===== config.mk =====
export PLATFORM = sky130hd
export DESIGN_NAME = branch_predict_unit
export DESIGN_NICKNAME = d
export VERILOG_FILES = /design/src/rtl/core_pkg.sv /design/src/rtl/branch_predict_unit_bht.sv /design/src/rtl/branch_predict_unit.sv
export SDC_FILE = /design/constraint.sdc
export NUM_CORES = 1
export LEC_CHECK = 0
export CORE_ASPECT_RATIO = 1.2
export CORE_UTILIZATION = 43
export DETAILED_ROUTE_END_ITERATION = 8
export HOLD_SLACK_MARGIN = 0.05
export PLACE_DENSITY = 0.81
export SLEW_MARGIN = 20
export SYNTH_ARGS = -nofsm -noshare
export SYNTH_HDL_FRONTEND = slang
export SYNTH_SLANG_ARGS = --single-unit
export TNS_END_PERCENT = 30

===== constraint.sdc =====
create_clock -name clk -period 3.65 [get_ports clk]
set_input_delay 1.095 -clock clk [delete_from_list [all_inputs] [get_ports clk]]
set_output_delay 1.095 -clock clk [all_outputs]
set_load 0.02 [all_outputs]

===== src/rtl/core_pkg.sv =====
// core_pkg: shared encodings for the branch resolution / prediction path.
//   - PC_sel encodings (pcsel_e)
//   - RV32I opcode and branch funct3 constants
//   - br_eval(): actual outcome of a B-type from the ALU compare flags
//   - ctr_next(): 2-bit saturating counter step
package core_pkg;

  typedef enum logic [2:0] {
    PCSEL_SEQ     = 3'b000,
    PCSEL_BR      = 3'b001,
    PCSEL_JAL     = 3'b010,
    PCSEL_JALR    = 3'b011,
    PCSEL_RECOVER = 3'b100
  } pcsel_e;

  localparam logic [6:0] OP_JAL    = 7'b1101111;
  localparam logic [6:0] OP_JALR   = 7'b1100111;
  localparam logic [6:0] OP_BRANCH = 7'b1100011;

  localparam logic [2:0] F3_BEQ  = 3'b000;
  localparam logic [2:0] F3_BNE  = 3'b001;
  localparam logic [2:0] F3_BLT  = 3'b100;
  localparam logic [2:0] F3_BGE  = 3'b101;
  localparam logic [2:0] F3_BLTU = 3'b110;
  localparam logic [2:0] F3_BGEU = 3'b111;

  typedef struct packed {
    logic legal;  // funct3 names a real branch
    logic taken;  // actual outcome; 0 for illegal encodings
  } br_res_t;

  function automatic br_res_t br_eval(input logic [2:0] f3, input logic eq,
                                      input logic lt, input logic ltu);
    br_res_t r;
    r.legal = 1'b1;
    r.taken = 1'b0;
    case (f3)
      F3_BEQ:  r.taken = eq;
      F3_BNE:  r.taken = !eq;
      F3_BLT:  r.taken = lt;
      F3_BGE:  r.taken = !lt;
      F3_BLTU: r.taken = ltu;
      F3_BGEU: r.taken = !ltu;
      default: r.legal = 1'b0;  // 010/011: resolve as not-taken
    endcase
    return r;
  endfunction

  function automatic logic [1:0] ctr_next(input logic [1:0] ctr, input logic taken);
    logic [1:0] n;
    n = ctr;
    if (taken && ctr != 2'b11)       n = ctr + 2'd1;
    else if (!taken && ctr != 2'b00) n = ctr - 2'd1;
    return n;
  endfunction

endpackage


===== src/rtl/branch_predict_unit_bht.sv =====
// bht_table: array of 2-bit saturating counters.
// Present only when BRANCH_PREDICT_EN is defined.
//   clk, rst      : core clock, synchronous active-high reset (all -> CTR_INIT)
//   i_rd_idx      : lookup index; o_rd_ctr is combinational (pre-update value)
//   i_upd_en      : apply a saturating step at i_upd_idx on the next edge
//   i_upd_taken   : step direction (1 = toward 11, 0 = toward 00)
`ifdef BRANCH_PREDICT_EN
module bht_table
  import core_pkg::*;
#(
  parameter int         DEPTH    = 64,
  parameter int         IDX_W    = $clog2(DEPTH),
  parameter logic [1:0] CTR_INIT = 2'b01
) (
  input  logic             clk,
  input  logic             rst,
  input  logic [IDX_W-1:0] i_rd_idx,
  output logic [1:0]       o_rd_ctr,
  input  logic             i_upd_en,
  input  logic [IDX_W-1:0] i_upd_idx,
  input  logic             i_upd_taken
);

  logic [1:0] r_ctr [DEPTH];

  // Read straight from the array: a same-cycle update is not yet visible.
  assign o_rd_ctr = r_ctr[i_rd_idx];

  always_ff @(posedge clk) begin
    if (rst) begin
      for (int i = 0; i < DEPTH; i++) r_ctr[i] <= CTR_INIT;
    end else if (i_upd_en) begin
      r_ctr[i_upd_idx] <= ctr_next(r_ctr[i_upd_idx], i_upd_taken);
    end
  end

endmodule
`endif


===== src/rtl/branch_predict_unit.sv =====
// branch_predict_unit: resolves JAL/JALR/B-type in EX, drives PC_sel/flush,
// and supplies fetch with a 2-bit-counter taken prediction.
// Build option: BRANCH_PREDICT_EN. Undefined -> no table, pred_taken=0,
// every taken branch redirects and counts as a misprediction.
// Ports:
//   clk, rst              : clock, synchronous active-high reset
//   if_pc, if_is_branch   : fetch lookup -> pred_taken (combinational)
//   ex_valid, ex_opcode, ex_funct3, ex_pc, ex_pred_taken,
//   ex_eq, ex_lt, ex_ltu  : EX-stage instruction and compare flags
//   PC_sel, flush         : PC mux select and IF/ID kill (combinational)
//   br_cnt, mispred_cnt   : saturating event counters (registered)
module branch_predict_unit
  import core_pkg::*;
#(
  parameter int         XLEN      = 32,
  parameter int         BHT_DEPTH = 64,
  parameter logic [1:0] CTR_INIT  = 2'b01
) (
  input  logic            clk,
  input  logic            rst,
  input  logic [XLEN-1:0] if_pc,
  input  logic            if_is_branch,
  output logic            pred_taken,
  input  logic            ex_valid,
  input  logic [6:0]      ex_opcode,
  input  logic [2:0]      ex_funct3,
  input  logic [XLEN-1:0] ex_pc,
  input  logic            ex_pred_taken,
  input  logic            ex_eq,
  input  logic            ex_lt,
  input  logic            ex_ltu,
  output logic [2:0]      PC_sel,
  output logic            flush,
  output logic [31:0]     br_cnt,
  output logic [31:0]     mispred_cnt
);

  localparam int IDX_W = $clog2(BHT_DEPTH);

  br_res_t     w_res;
  logic        w_pred;      // prediction the resolution logic compares against
  logic        w_upd;       // legal, valid branch resolving this cycle
  logic        w_mispred;
  pcsel_e      w_sel;
  logic        w_flush;
  logic [31:0] r_br_cnt;
  logic [31:0] r_mispred_cnt;
  logic        w_unused;

`ifdef BRANCH_PREDICT_EN
  logic [1:0] w_rd_ctr;

  bht_table #(
    .DEPTH    (BHT_DEPTH),
    .IDX_W    (IDX_W),
    .CTR_INIT (CTR_INIT)
  ) u_bht (
    .clk         (clk),
    .rst         (rst),
    .i_rd_idx    (if_pc[IDX_W+1:2]),
    .o_rd_ctr    (w_rd_ctr),
    .i_upd_en    (w_upd),
    .i_upd_idx   (ex_pc[IDX_W+1:2]),
    .i_upd_taken (w_res.taken)
  );

  assign pred_taken = !rst && if_is_branch && w_rd_ctr[1];
  assign w_pred     = ex_pred_taken;
  assign w_unused   = ^{if_pc[XLEN-1:IDX_W+2], if_pc[1:0],
                        ex_pc[XLEN-1:IDX_W+2], ex_pc[1:0]};
`else
  // Static not-taken: the carried prediction is ignored so a stale
  // ex_pred_taken can never trigger a recovery.
  assign pred_taken = 1'b0;
  assign w_pred     = 1'b0;
  assign w_unused   = ^{if_pc, if_is_branch, ex_pc, ex_pred_taken};
`endif

  assign w_res     = br_eval(ex_funct3, ex_eq, ex_lt, ex_ltu);
  assign w_mispred = w_res.taken != w_pred;

  always_comb begin
    w_sel   = PCSEL_SEQ;
    w_flush = 1'b0;
    w_upd   = 1'b0;
    if (!rst && ex_valid) begin
      case (ex_opcode)
        OP_JAL: begin
          w_sel   = PCSEL_JAL;
          w_flush = 1'b1;
        end
        OP_JALR: begin
          if (ex_funct3 == 3'b000) begin
            w_sel   = PCSEL_JALR;
            w_flush = 1'b1;
          end
        end
        OP_BRANCH: begin
          w_upd = w_res.legal;
          // Illegal funct3 has taken=0, so only a predicted-taken one redirects.
          if (w_res.taken && !w_pred) begin
            w_sel   = PCSEL_BR;
            w_flush = 1'b1;
          end else if (!w_res.taken && w_pred) begin
            w_sel   = PCSEL_RECOVER;
            w_flush = 1'b1;
          end
        end
        default: ;
      endcase
    end
  end

  assign PC_sel = w_sel;
  assign flush  = w_flush;

  // w_upd is already low during reset, so reset always wins.
  always_ff @(posedge clk) begin
    if (rst) begin
      r_br_cnt      <= '0;
      r_mispred_cnt <= '0;
    end else if (w_upd) begin
      if (r_br_cnt != 32'hFFFF_FFFF) r_br_cnt <= r_br_cnt + 32'd1;
      if (w_mispred && r_mispred_cnt != 32'hFFFF_FFFF)
        r_mispred_cnt <= r_mispred_cnt + 32'd1;
    end
  end

  assign br_cnt      = r_br_cnt;
  assign mispred_cnt = r_mispred_cnt;

endmodule

==> summary.txt, run 1 <==
Status
  – Outcome: finished clean

Timing
  – Max-slew violation count: 0
  – Worst-Margin Slew: around 0.77 ns
  – Final setup fails: 0
  – Period utilization: a little under 100%
  – Clock Skew: ~0.0059 ns
  – Slew HR: between 40% and 50%
  – Fmax: around 280 MHz
  – Min Clock Period, post-route: 3.57 ns
  – RSZ-0062 raised after global routing: false
  – WHS: 0.502 ns
  – Hold Vio Cnt, Final: 0

Critical path
  – Critical path class: input port to primary output
  – Crit end category: primary output
  – Critical-path maximum fanout: 2
  – Critical Path AT: about 2.5 ns
  – Worst r2r path cells: 6
  – Startpoint types: input port
  – Worst EP required: around 2.6 ns

Yosys
  – Mapped Area: roughly 0.0036 mm^2
  – Number of synthesized flops with an enable pin: 0
  – Share of the synthesized area in the top cell type: a little over a third
  – Top-count cell post-synth: dfxtp_1
  – Synth top area cells: dfxtp_1, a21oi_1, or4_1
  – List of most frequent post-synthesis cells: dfxtp_1, a21oi_1, nor2_1
  – Post-synthesis sequential area ratio: approximately 36%
  – Synthesis Warnings: 0
  – Cell taking the most area after synthesis: dfxtp_1
  – Post-synth top flop: dfxtp_1
  – Count of different cell masters after synthesis: 53
  – Post-synthesis register bit count: 64
  – Post-Syn Instances: about 440
  – Async SR Flop Fraction: 0%
  – Avg Synthesized Cell Area: just over 8 um^2

Layout
  – Final #Nets: between 600 and 700
  – Area growth, synth to finish: 33.9%
  – Share of cells above drive strength 1: roughly an eighth
  – Final Non-Filler Cells: 627
  – Fillers: just over 700
  – Final instance area: about 0.0048 mm^2
  – # diodes: 0

Placement
  – DP HPWL: ~6600 um
  – Placer Congestion: 0.842
  – Port bufs: 82
  – Post-DP Area: ~0.0046 mm^2
  – Placed insts: slightly above 600

Detailed routing
  – Final WL: between 9000 and 10000 um
  – Routed Antenna Nets: 0
  – Wirelength per Cell: approximately 15 um
  – Via count: a little under 4000
  – DRT iter0 DRCs: between 200 and 300
  – Met3 routed wirelength: ~550 um
  – Drt first pass iters: 6
  – Top Metal Used: met4
  – Met1 WL: 3970 um
  – DRC: 0
  – Avg Vias per Cell: approximately 6.1
  – Met2 Routed Length: between 4000 and 5000 um

Floorplanning
  – Initial Util: between 40 and 50%
  – Num ports: 151
  – Width of the chip: 85.2 um
  – Die Area: between 0.008 and 0.009 mm^2
  – Die height: slightly above 100 um
  – Core Area: 0.00811 mm^2
  – Std-Cell Rows: 36

Clock network
  – Clk_lat worst skew: 0.35 ns
  – CTS Hold Bufs: 0
  – CTS tree: yes
  – Clk sinks: between 60 and 70
  – Postcts setup bufs: 0
  – CTS buffer count: 9
  – Clock buffer depth: 2
  – H-tree depth: 3
  – Clock root cell: clkbuf_8
  – Clk pin slew, worst setup/hold paths: 0.07 ns

Power and ir drop
  – Leakage: 0.00148 uW
  – Pwr Density: around 300 mW/mm^2
  – VDD IR max: between 0.00015 and 0.0002 V

Min path
  – Hold Crit Depth: 2
  – HP Class: flip-flop to flip-flop

Job
  – Maxcap violations: 0

Global route
  – GRT Total Usage: around 22%
  – Initial antenna violation count: 0
  – Largest net degree at the start of global routing: 75
  – GR Overflow Total: 0
  – Number of global-route vias before repair: approximately 3500
  – First-pass GRT wire length: around 16000 um
[final timing paths]
path / startpoint / end / slack [ns]
min reg2reg: br_cnt[17]$_SDFFE_PP0P_ / br_cnt[17]$_SDFFE_PP0P_ / 0.50
max: ex_lt / PC_sel[0] / 0.08
min: br_cnt[17]$_SDFFE_PP0P_ / br_cnt[17]$_SDFFE_PP0P_ / 0.50
max reg2reg: mispred_cnt[3]$_SDFFE_PP0P_ / mispred_cnt[13]$_SDFFE_PP0P_ / 1.03
[flip-flops by register name, indices dropped and copies added (netlist names)]
name and count:
br_cnt 32, mispred_cnt 32
[metal layers]
metal	track usage, %	vias up
met4	9.26	0
met1	26.2	1839
met2	38.5	132
li1	-	1859
met5	0	-
met3	5.41	17
[repair_timing]
item / CTS / global route
gates resized for setup: 19 / 2
endpoints found under the setup margin: 3 / 2
pin swaps: 1 / 1
[cells by family (layout without fill, tap and decap cells)]
| family | Yosys count | in the layout | share of synthesized area [%] |
|---|---|---|---|
| compound gates | 111 | 111 | 18.6 |
| flops | 64 | 64 | 35.8 |
| other cells | 1 | 2 | 0.105 |
| buf+inv | 35 | 127 | 4.31 |
| mux | 13 | 13 | 4.03 |
| xor+xnor | 10 | 10 | 2.45 |
| simple gates | 203 | 203 | 34.0 |
| fa+ha+maj | 2 | 2 | 0.700 |
[layout by cell type, fill, tap and decap left out, types with 2 or more instances in the layout]
cell type / n
nand3_1: 21
and4_1: 6
nor4_1: 13
or3_1: 25
a21oi_1: 43
clkinv_2: 2
nor2_1: 31
mux2_2: 11
or2_2: 2
nor3_1: 7
ha_1: 2
dlygate4sd2_1: 4
nor2b_1: 12
o211ai_1: 5
o21ai_0: 31
clkbuf_8: 9
buf_2: 2
inv_1: 7
bufinv_16: 2
nand2_1: 16
mux2i_1: 2
nand4_1: 24
nor3b_1: 2
a2111oi_0: 3
and3_1: 7
o2111ai_1: 2
dfxtp_1: 64
buf_4: 21
clkdlybuf4s50_1: 74
conb_1: 2
or4_1: 22
nand4b_1: 2
xnor2_1: 8
o31ai_1: 17
[area by class of cell]
type,instances,area [um^2],area share (%)
clock buffer,9,124,2.59
timing repair buffer,104,970,20.3
tap,95,119,2.48
inverter,7,26.3,0.549
sequential,64,1280,26.8
multi-input combinational,341,2170,45.4
clock inverter,7,95.1,1.99
[critical path, cell delays in order]
cell and delay [ns]:
dlygate4sd2_1 0.27, xnor2_2 0.15, or3b_4 0.38, nand2_2 0.09, nor2_1 0.04, nor4_1 0.23, buf_2 0.22
[stage by stage]
step	worst slack, ns	TNS [ns]	power, uW	util [%]
after floorplan	0.0863	0	744	-
after global placement	-0.628	-1.35	778	56.1
after detailed placement	-0.688	-1.51	781	56.1
after CTS	0.00584	0	1470	59.0
after global routing	0.00927	0	1510	59.0
final	0.0846	0	1450	59.0
[report_power, final]
part	switching (uW)	internal, uW	total, uW
registers	0.0449	698	698
logic	35.1	36.0	71.1
clock network	296	385	681
Power figures use the tool's default switching activity.
==> inputs of run 2 (changes only) <==
CORE_UTILIZATION = 44   (was 43)
CTS_BUF_LIST = sky130_fd_sc_hd__clkbuf_2   (was default)
PLACE_DENSITY = 0.82   (was 0.81)
clock period = 4 ns   (was 3.65 ns; I/O delays follow)
==> run 2 against run 1 <==
The run now ends with design-rule violations left. Total power is 29% lower. Worst setup slack better by 0.0090 ns. Sequential cell count stayed put. Highest routed layer unchanged.
==> summary.txt, run 2 (same netlist as run 1, synthesis figures left out) <==
Clock network
  – Clk pin slew, worst setup/hold paths: 0.17 ns (+0.10 ns)
  – CTS tree: yes
  – Clock root cell: clkbuf_2
  – Clk sinks: 64 (unchanged)
  – CTS buffer count: 9 (unchanged)
  – Clk_lat worst skew: 0.51 ns (+0.16 ns)
  – H-tree depth: 3 (unchanged)
  – Clock buffer depth: 2 (unchanged)

Power and ir drop
  – Leakage: 0.00141 uW (-4.8%)
  – Pwr Total: 1030 uW (-29%)
  – Pwr Density: 223 mW/mm^2 (-26%)
  – VDD IR max: 0.000149 V (-23%)

Timing
  – Setup TNS: 0 ns (unchanged)
  – Worst-Margin Slew: 0.838 ns (+0.0658 ns)
  – WHS: 0.506 ns (+0.00383 ns)
  – Clock Skew: 0.0263 ns (+0.0205 ns)
  – Period utilization: around 98%
  – Min Clock Period, post-route: around 3.9 ns
  – Slew HR: 44.1% (-4.4 points)
  – Hold Vio Cnt, Final: 0 (unchanged)
  – Max-slew violation count: 0 (unchanged)
  – RSZ-0062 raised after global routing: false
  – Final setup fails: 0 (unchanged)
  – Fmax: ~260 MHz

Detailed routing
  – Wirelength per Cell: 15.3 um (+1.7%)
  – Drt first pass iters: 6 (unchanged)
  – Via count: 3808 (-1.0%)
  – Routed Antenna Nets: 0 (unchanged)
  – DRC: 8 (+8)
  – Avg Vias per Cell: 6.13 (about the same)
  – DRT iter0 DRCs: 165 (-42%)
  – Final WL: 9480 um (+0.75%)

Layout
  – Final Non-Filler Cells: 621 (-0.96%)
  – Share of cells above drive strength 1: 11.3% (-1.4 points)
  – Area growth, synth to finish: 28.8%
  – Reg area: 0.00128 mm^2 (unchanged)
  – Multi-input gate area in the final layout: 0.00215 mm^2 (-1.1%)
  – # diodes: 0 (unchanged)
  – Final instance area: 0.00460 mm^2 (-3.8%)
  – Commonest cells after routing, fill and taps aside: clkdlybuf4s50_1, dfxtp_1, a21oi_1, nor2_1, o21ai_0
  – Fillers: 716 (-0.56%)
  – Most common cell after layout, fill and taps aside: clkdlybuf4s50_1
  – Final #Nets: 608 (-0.49%)

Floorplanning
  – Die height: 101 um (-1.1%)
  – Width of the chip: 84.3 um (-1.1%)
  – Initial Util: 45.9% (+1.8 points)
  – Num ports: 151 (unchanged)
  – Die Area: 0.00849 mm^2 (-2.2%)
  – Core Area: 0.00779 mm^2 (-3.9%)
  – Std-Cell Rows: 35 (-2.8%)

Global route
  – Initial antenna violation count: 0 (unchanged)
  – Largest net degree at the start of global routing: 75 (unchanged)
  – GR Overflow Total: 0 (unchanged)
  – Number of global-route vias before repair: 3410 (-1.6%)
  – First-pass GRT wire length: 15500 um (-0.70%)
  – GRT Total Usage: 22.6% (+0.42 points)

Critical path
  – Crit end category: primary output
  – Startpoint types: input port
  – Crit path capture: PC_sel[0]
  – Worst r2r path cells: 5 (-1)
  – Worst R2R Setup Slack: 1.35 ns (+0.32 ns)
  – Worst EP required: 2.80 ns (+0.25 ns)
  – Reg2reg start: br_cnt[6]$_SDFFE_PP0P_
  – Critical Path Start: ex_lt
  – Terminus of the critical flop-to-flop path: br_cnt[31]$_SDFFE_PP0P_
  – Critical Path AT: 2.71 ns (+0.24 ns)
  – Critical path class: input port to primary output
  – Critical-path maximum fanout: 2 (unchanged)

Placement
  – DP HPWL: 6610 um (about the same)
  – Port bufs: 82 (unchanged)
  – Placer Congestion: 0.821 (-2.5%)
  – Post-DP Area: 0.00452 mm^2 (-0.58%)
  – Placed insts: 605 (-0.98%)

Min path
  – HP Class: flip-flop to flip-flop
  – Hold Crit Depth: 2 (unchanged)

Job
  – Maxcap violations: 0 (unchanged)

Status
  – Violated checks: design-rule violations
  – Outcome: finished with violations
## run 2: changes by cell type in the layout (fill, tap and decap cells not counted), moves of 3 or more
cell	change
clkbuf_8	-9
clkbuf_2	+8
clkdlybuf4s50_1	+3
dlygate4sd2_1	-3
## run 2: through the flow
step | util [%] | worst slack [ns]
2_1_floorplan | - | 0.226
3_3_place_gp | 58.0 | -0.479
3_5_place_dp | 58.0 | -0.470
4_1_cts | 59.1 | -0.0325
5_1_grt | 59.1 | 0.0251
6_report | 59.1 | 0.0936
## run 2: power by group
group	internal (uW)	leakage (uW)	switching (uW)
sequential	639	0.000515	0.0402
combinational	31.4	0.000843	29.6
clock	74.8	0.0000549	251
## run 2: critical path: stages
cell and delay [ns]:
clkdlybuf4s50_1 0.41, xnor2_1 0.16, or3b_4 0.39, nand2_2 0.09, nor2_1 0.04, nor4_1 0.21, buf_2 0.21
## run 2: what timing repair did
| item | 4_1_cts | 5_1_grt |
|---|---|---|
| buffers inserted | 0 | 0 |
| resized for setup | 9 | 4 |
| pin swaps | 1 | 1 |
| endpoints found under the setup margin | 3 | 2 |
| hold buffers | 0 | 0 |
## run 2: cell type report
| class | instances | area share [%] |
|---|---|---|
| Clock inverter | 7 | 0.842 |
| Clock buffer | 9 | 0.978 |
| Sequential cell | 64 | 27.8 |
| Tap cell | 92 | 2.50 |
| Multi-Input combinational cell | 341 | 46.7 |
| Inverter | 7 | 0.571 |
| Timing Repair Buffer | 101 | 20.6 |
## run 2: how the worst min path moves through the flow
stage,startpoint,end,slack (ns)
3_3_place_gp,br_cnt[17]$_SDFFE_PP0P_,br_cnt[17]$_SDFFE_PP0P_,0.48
3_5_place_dp,br_cnt[17]$_SDFFE_PP0P_,br_cnt[17]$_SDFFE_PP0P_,0.48
4_1_cts,br_cnt[17]$_SDFFE_PP0P_,br_cnt[17]$_SDFFE_PP0P_,0.51
5_1_grt,br_cnt[4]$_SDFFE_PP0P_,br_cnt[4]$_SDFFE_PP0P_,0.53
6_report,br_cnt[17]$_SDFFE_PP0P_,br_cnt[17]$_SDFFE_PP0P_,0.51
2_1_floorplan,br_cnt[17]$_SDFFE_PP0P_,br_cnt[17]$_SDFFE_PP0P_,0.56
## run 2: routing by layer
layer,vias up,GRT usage [%],part of all wire (%),wire length (um)
met5,-,0,0,0
met4,0,9.42,1.6,150
met3,18,4.34,5.2,492
met2,120,40.0,50,4770
met1,1816,26.7,43,4070
li1,1854,-,-,-
==> inputs of run 3 (changes only) <==
CTS_BUF_LIST = sky130_fd_sc_hd__clkbuf_8   (was sky130_fd_sc_hd__clkbuf_2)
==> run 3 against run 2 <==
The run still ends with design-rule violations left. Core utilization rose by 1.1 points. Hold slack worse by 0.016 ns. Total power increased by 17%. Non-clock buffer count stayed put. Clock-buffer cell count up 1. Largest cell class unchanged. Via count rose by 0.26%. Wire length increased by 0.46%. Worst setup slack worse by 0.00054 ns. Clock skew decreased by 0.017 ns. Sequential power is essentially flat. Critical path depth unchanged.
==> summary.txt, run 3 (same netlist as run 1, synthesis figures left out) <==
Critical path
  – Critical path buffers and inverters: 2 (unchanged)
  – Largest delay share family, worst path: simple AND/OR/NAND/NOR gates
  – Cells along the critical path: clkdlybuf4s50_1, xnor2_1, or3b_4, nand2_2, nor2_1, nor4_1, buf_2
  – Crit end category: primary output
  – Critical-path maximum fanout: 2 (unchanged)
  – Worst r2r path cells: 5 (unchanged)
  – Critical path class: input port to primary output
  – Worst EP required: 2.80 ns (about the same)
  – Critical Path AT: 2.71 ns (about the same)
  – Slowest cell on the critical path: clkdlybuf4s50_1
  – Slowest stage delay, CP: 0.41 ns (about the same)
  – CP Depth: 7 (unchanged)
  – Startpoint types: input port

Placement
  – DP Worst Slack: -0.470 ns (unchanged)
  – Placer Congestion: 0.821 (unchanged)
  – Port bufs: 82 (unchanged)
  – DP HPWL: 6610 um (unchanged)

Global route
  – GR peak layer: met2
  – Grt met3 use: 5.32% (+0.98 points)
  – GR Util met2: 40.6% (+0.57 points)
  – Largest net degree at the start of global routing: 75 (unchanged)
  – Initial antenna violation count: 0 (unchanged)
  – Met1 Use GR: 26.6% (-0.15 points)
  – GRT Total Usage: 22.6% (+0.053 points)
  – GR Overflow Total: 0 (unchanged)
  – Number of global-route vias before repair: 3443 (+0.97%)
  – First-pass GRT wire length: 15600 um (+0.75%)

Timing
  – Worst-Margin Slew: 0.830 ns (-0.00793 ns)
  – Period utilization: 97.7% (about the same)
  – Final setup fails: 0 (unchanged)
  – RSZ-0062 raised after global routing: false
  – WHS: 0.490 ns (-0.0157 ns)
  – Fmax: 256 MHz (about the same)
  – Slew HR: 44.6% (+0.53 points)
  – Min Clock Period, post-route: 3.91 ns (+0.000540 ns)
  – Hold Vio Cnt, Final: 0 (unchanged)
  – Clock Skew: 0.00945 ns (-0.0169 ns)
  – Max-slew violation count: 0 (unchanged)
  – Final worst slack: 0.0930 ns (-0.000540 ns)

Status
  – Violated checks: design-rule violations
  – Outcome: finished with violations

Clock network
  – Clk_lat worst skew: 0.35 ns (-0.16 ns)
  – CTS buffer count: 9 (unchanged)
  – Clk pin slew, worst setup/hold paths: 0.07 ns (-0.10 ns)
  – CTS tree: yes
  – Clk sinks: 64 (unchanged)
  – Clock root cell: clkbuf_8
  – H-tree depth: 3 (unchanged)
  – Clock buffer depth: 2 (unchanged)

Floorplanning
  – Std-Cell Rows: 35 (unchanged)
  – Die height: 101 um (unchanged)
  – Initial Util: 45.9% (unchanged)
  – Die Area: 0.00849 mm^2 (unchanged)
  – Core Area: 0.00779 mm^2 (unchanged)
  – Num ports: 151 (unchanged)
  – Width of the chip: 84.3 um (unchanged)

Layout
  – Final #Nets: 608 (unchanged)
  – Commonest cells after routing, fill and taps aside: clkdlybuf4s50_1, dfxtp_1, a21oi_1, nor2_1, o21ai_0
  – Core Util, Final: 60.2% (+1.1 points)
  – Share of cells above drive strength 1: 11.5% (+0.19 points)
  – Most common cell after layout, fill and taps aside: clkdlybuf4s50_1
  – Multi-input gate area in the final layout: 0.00215 mm^2 (unchanged)
  – Reg area: 0.00128 mm^2 (unchanged)
  – Fillers: 695 (-2.9%)
  – Area growth, synth to finish: 31.3%
  – # diodes: 0 (unchanged)

Power and ir drop
  – VDD IR max: 0.000160 V (+7.7%)
  – Leakage: 0.00145 uW (+2.3%)
  – Pwr Density: 255 mW/mm^2 (+15%)
  – Pwr Total: 1200 uW (+17%)

Detailed routing
  – Via count: 3818 (+0.26%)
  – Wirelength per Cell: 15.3 um (+0.46%)
  – Routed Antenna Nets: 0 (unchanged)
  – DRC: 8 (unchanged)
  – Avg Vias per Cell: 6.15 (+0.26%)
  – DRT iter0 DRCs: 202 (+22%)
  – Drt first pass iters: 6 (unchanged)
  – Final WL: 9530 um (+0.46%)

Job
  – Maxcap violations: 0 (unchanged)

Min path
  – Hold Crit Depth: 2 (unchanged)
  – HP Class: flip-flop to flip-flop
-- run 3: cell count changes in the layout (fill, tap and decap cells not counted) --
cell | before | now
clkbuf_8 | 0 | 10
clkinv_1 | 1 | 0
clkbuf_2 | 9 | 0
-- run 3: cell type report --
type / count / share of cell area (%)
well taps: 92 / 2.45
inverters: 7 / 0.560
clock buffers: 10 / 2.93
repair buffers: 101 / 20.2
clock inverters: 6 / 0.746
flip-flops and latches: 64 / 27.3
multi-input cells: 341 / 45.8
-- run 3: tightest hold or removal path: cells and delay by family (launching register included) --
| kind | cells | cell delay [ns] |
|---|---|---|
| DFF | 1 | 0.33 |
| AOI/OAI and AO/OA | 2 | 0.11 |
-- run 3: path summary, 6_finish.rpt --
check / startpoint / to / slack, ns
worst max-delay path: ex_lt / PC_sel[0] / 0.09
worst min-delay path: br_cnt[17]$_SDFFE_PP0P_ / br_cnt[17]$_SDFFE_PP0P_ / 0.49
worst max register to register: br_cnt[6]$_SDFFE_PP0P_ / br_cnt[31]$_SDFFE_PP0P_ / 1.40
worst min register to register: br_cnt[17]$_SDFFE_PP0P_ / br_cnt[17]$_SDFFE_PP0P_ / 0.49
-- run 3: what timing repair did --
| item | CTS | global route |
|---|---|---|
| hold buffers | 0 | 0 |
| pin swaps | 1 | 1 |
| setup endpoints to repair | 3 | 2 |
| gates resized for setup | 9 | 4 |
| setup buffers | 0 | 0 |
-- run 3: report_power, final --
part	switching (uW)	internal [uW]	total [uW]
logic	29.6	31.3	60.9
clock network	264	237	501
registers	0.0404	637	637
-- run 3: stage by stage --
step                      setup TNS (ns)  area (um^2)  cells
final                                  0         4690    621
after global routing                   0         4690    621
after CTS                        -0.0325         4690    621
after detailed placement          -0.943         4520    605
after global placement            -0.899         4520    605
after floorplan                        0         3580    440
-- run 3: routing by layer --
layer,share of wire [%],vias to the layer above
li1,-,1853
met1,42,1834
met2,50,118
met3,5.9,13
met4,1.4,0
met5,0,-
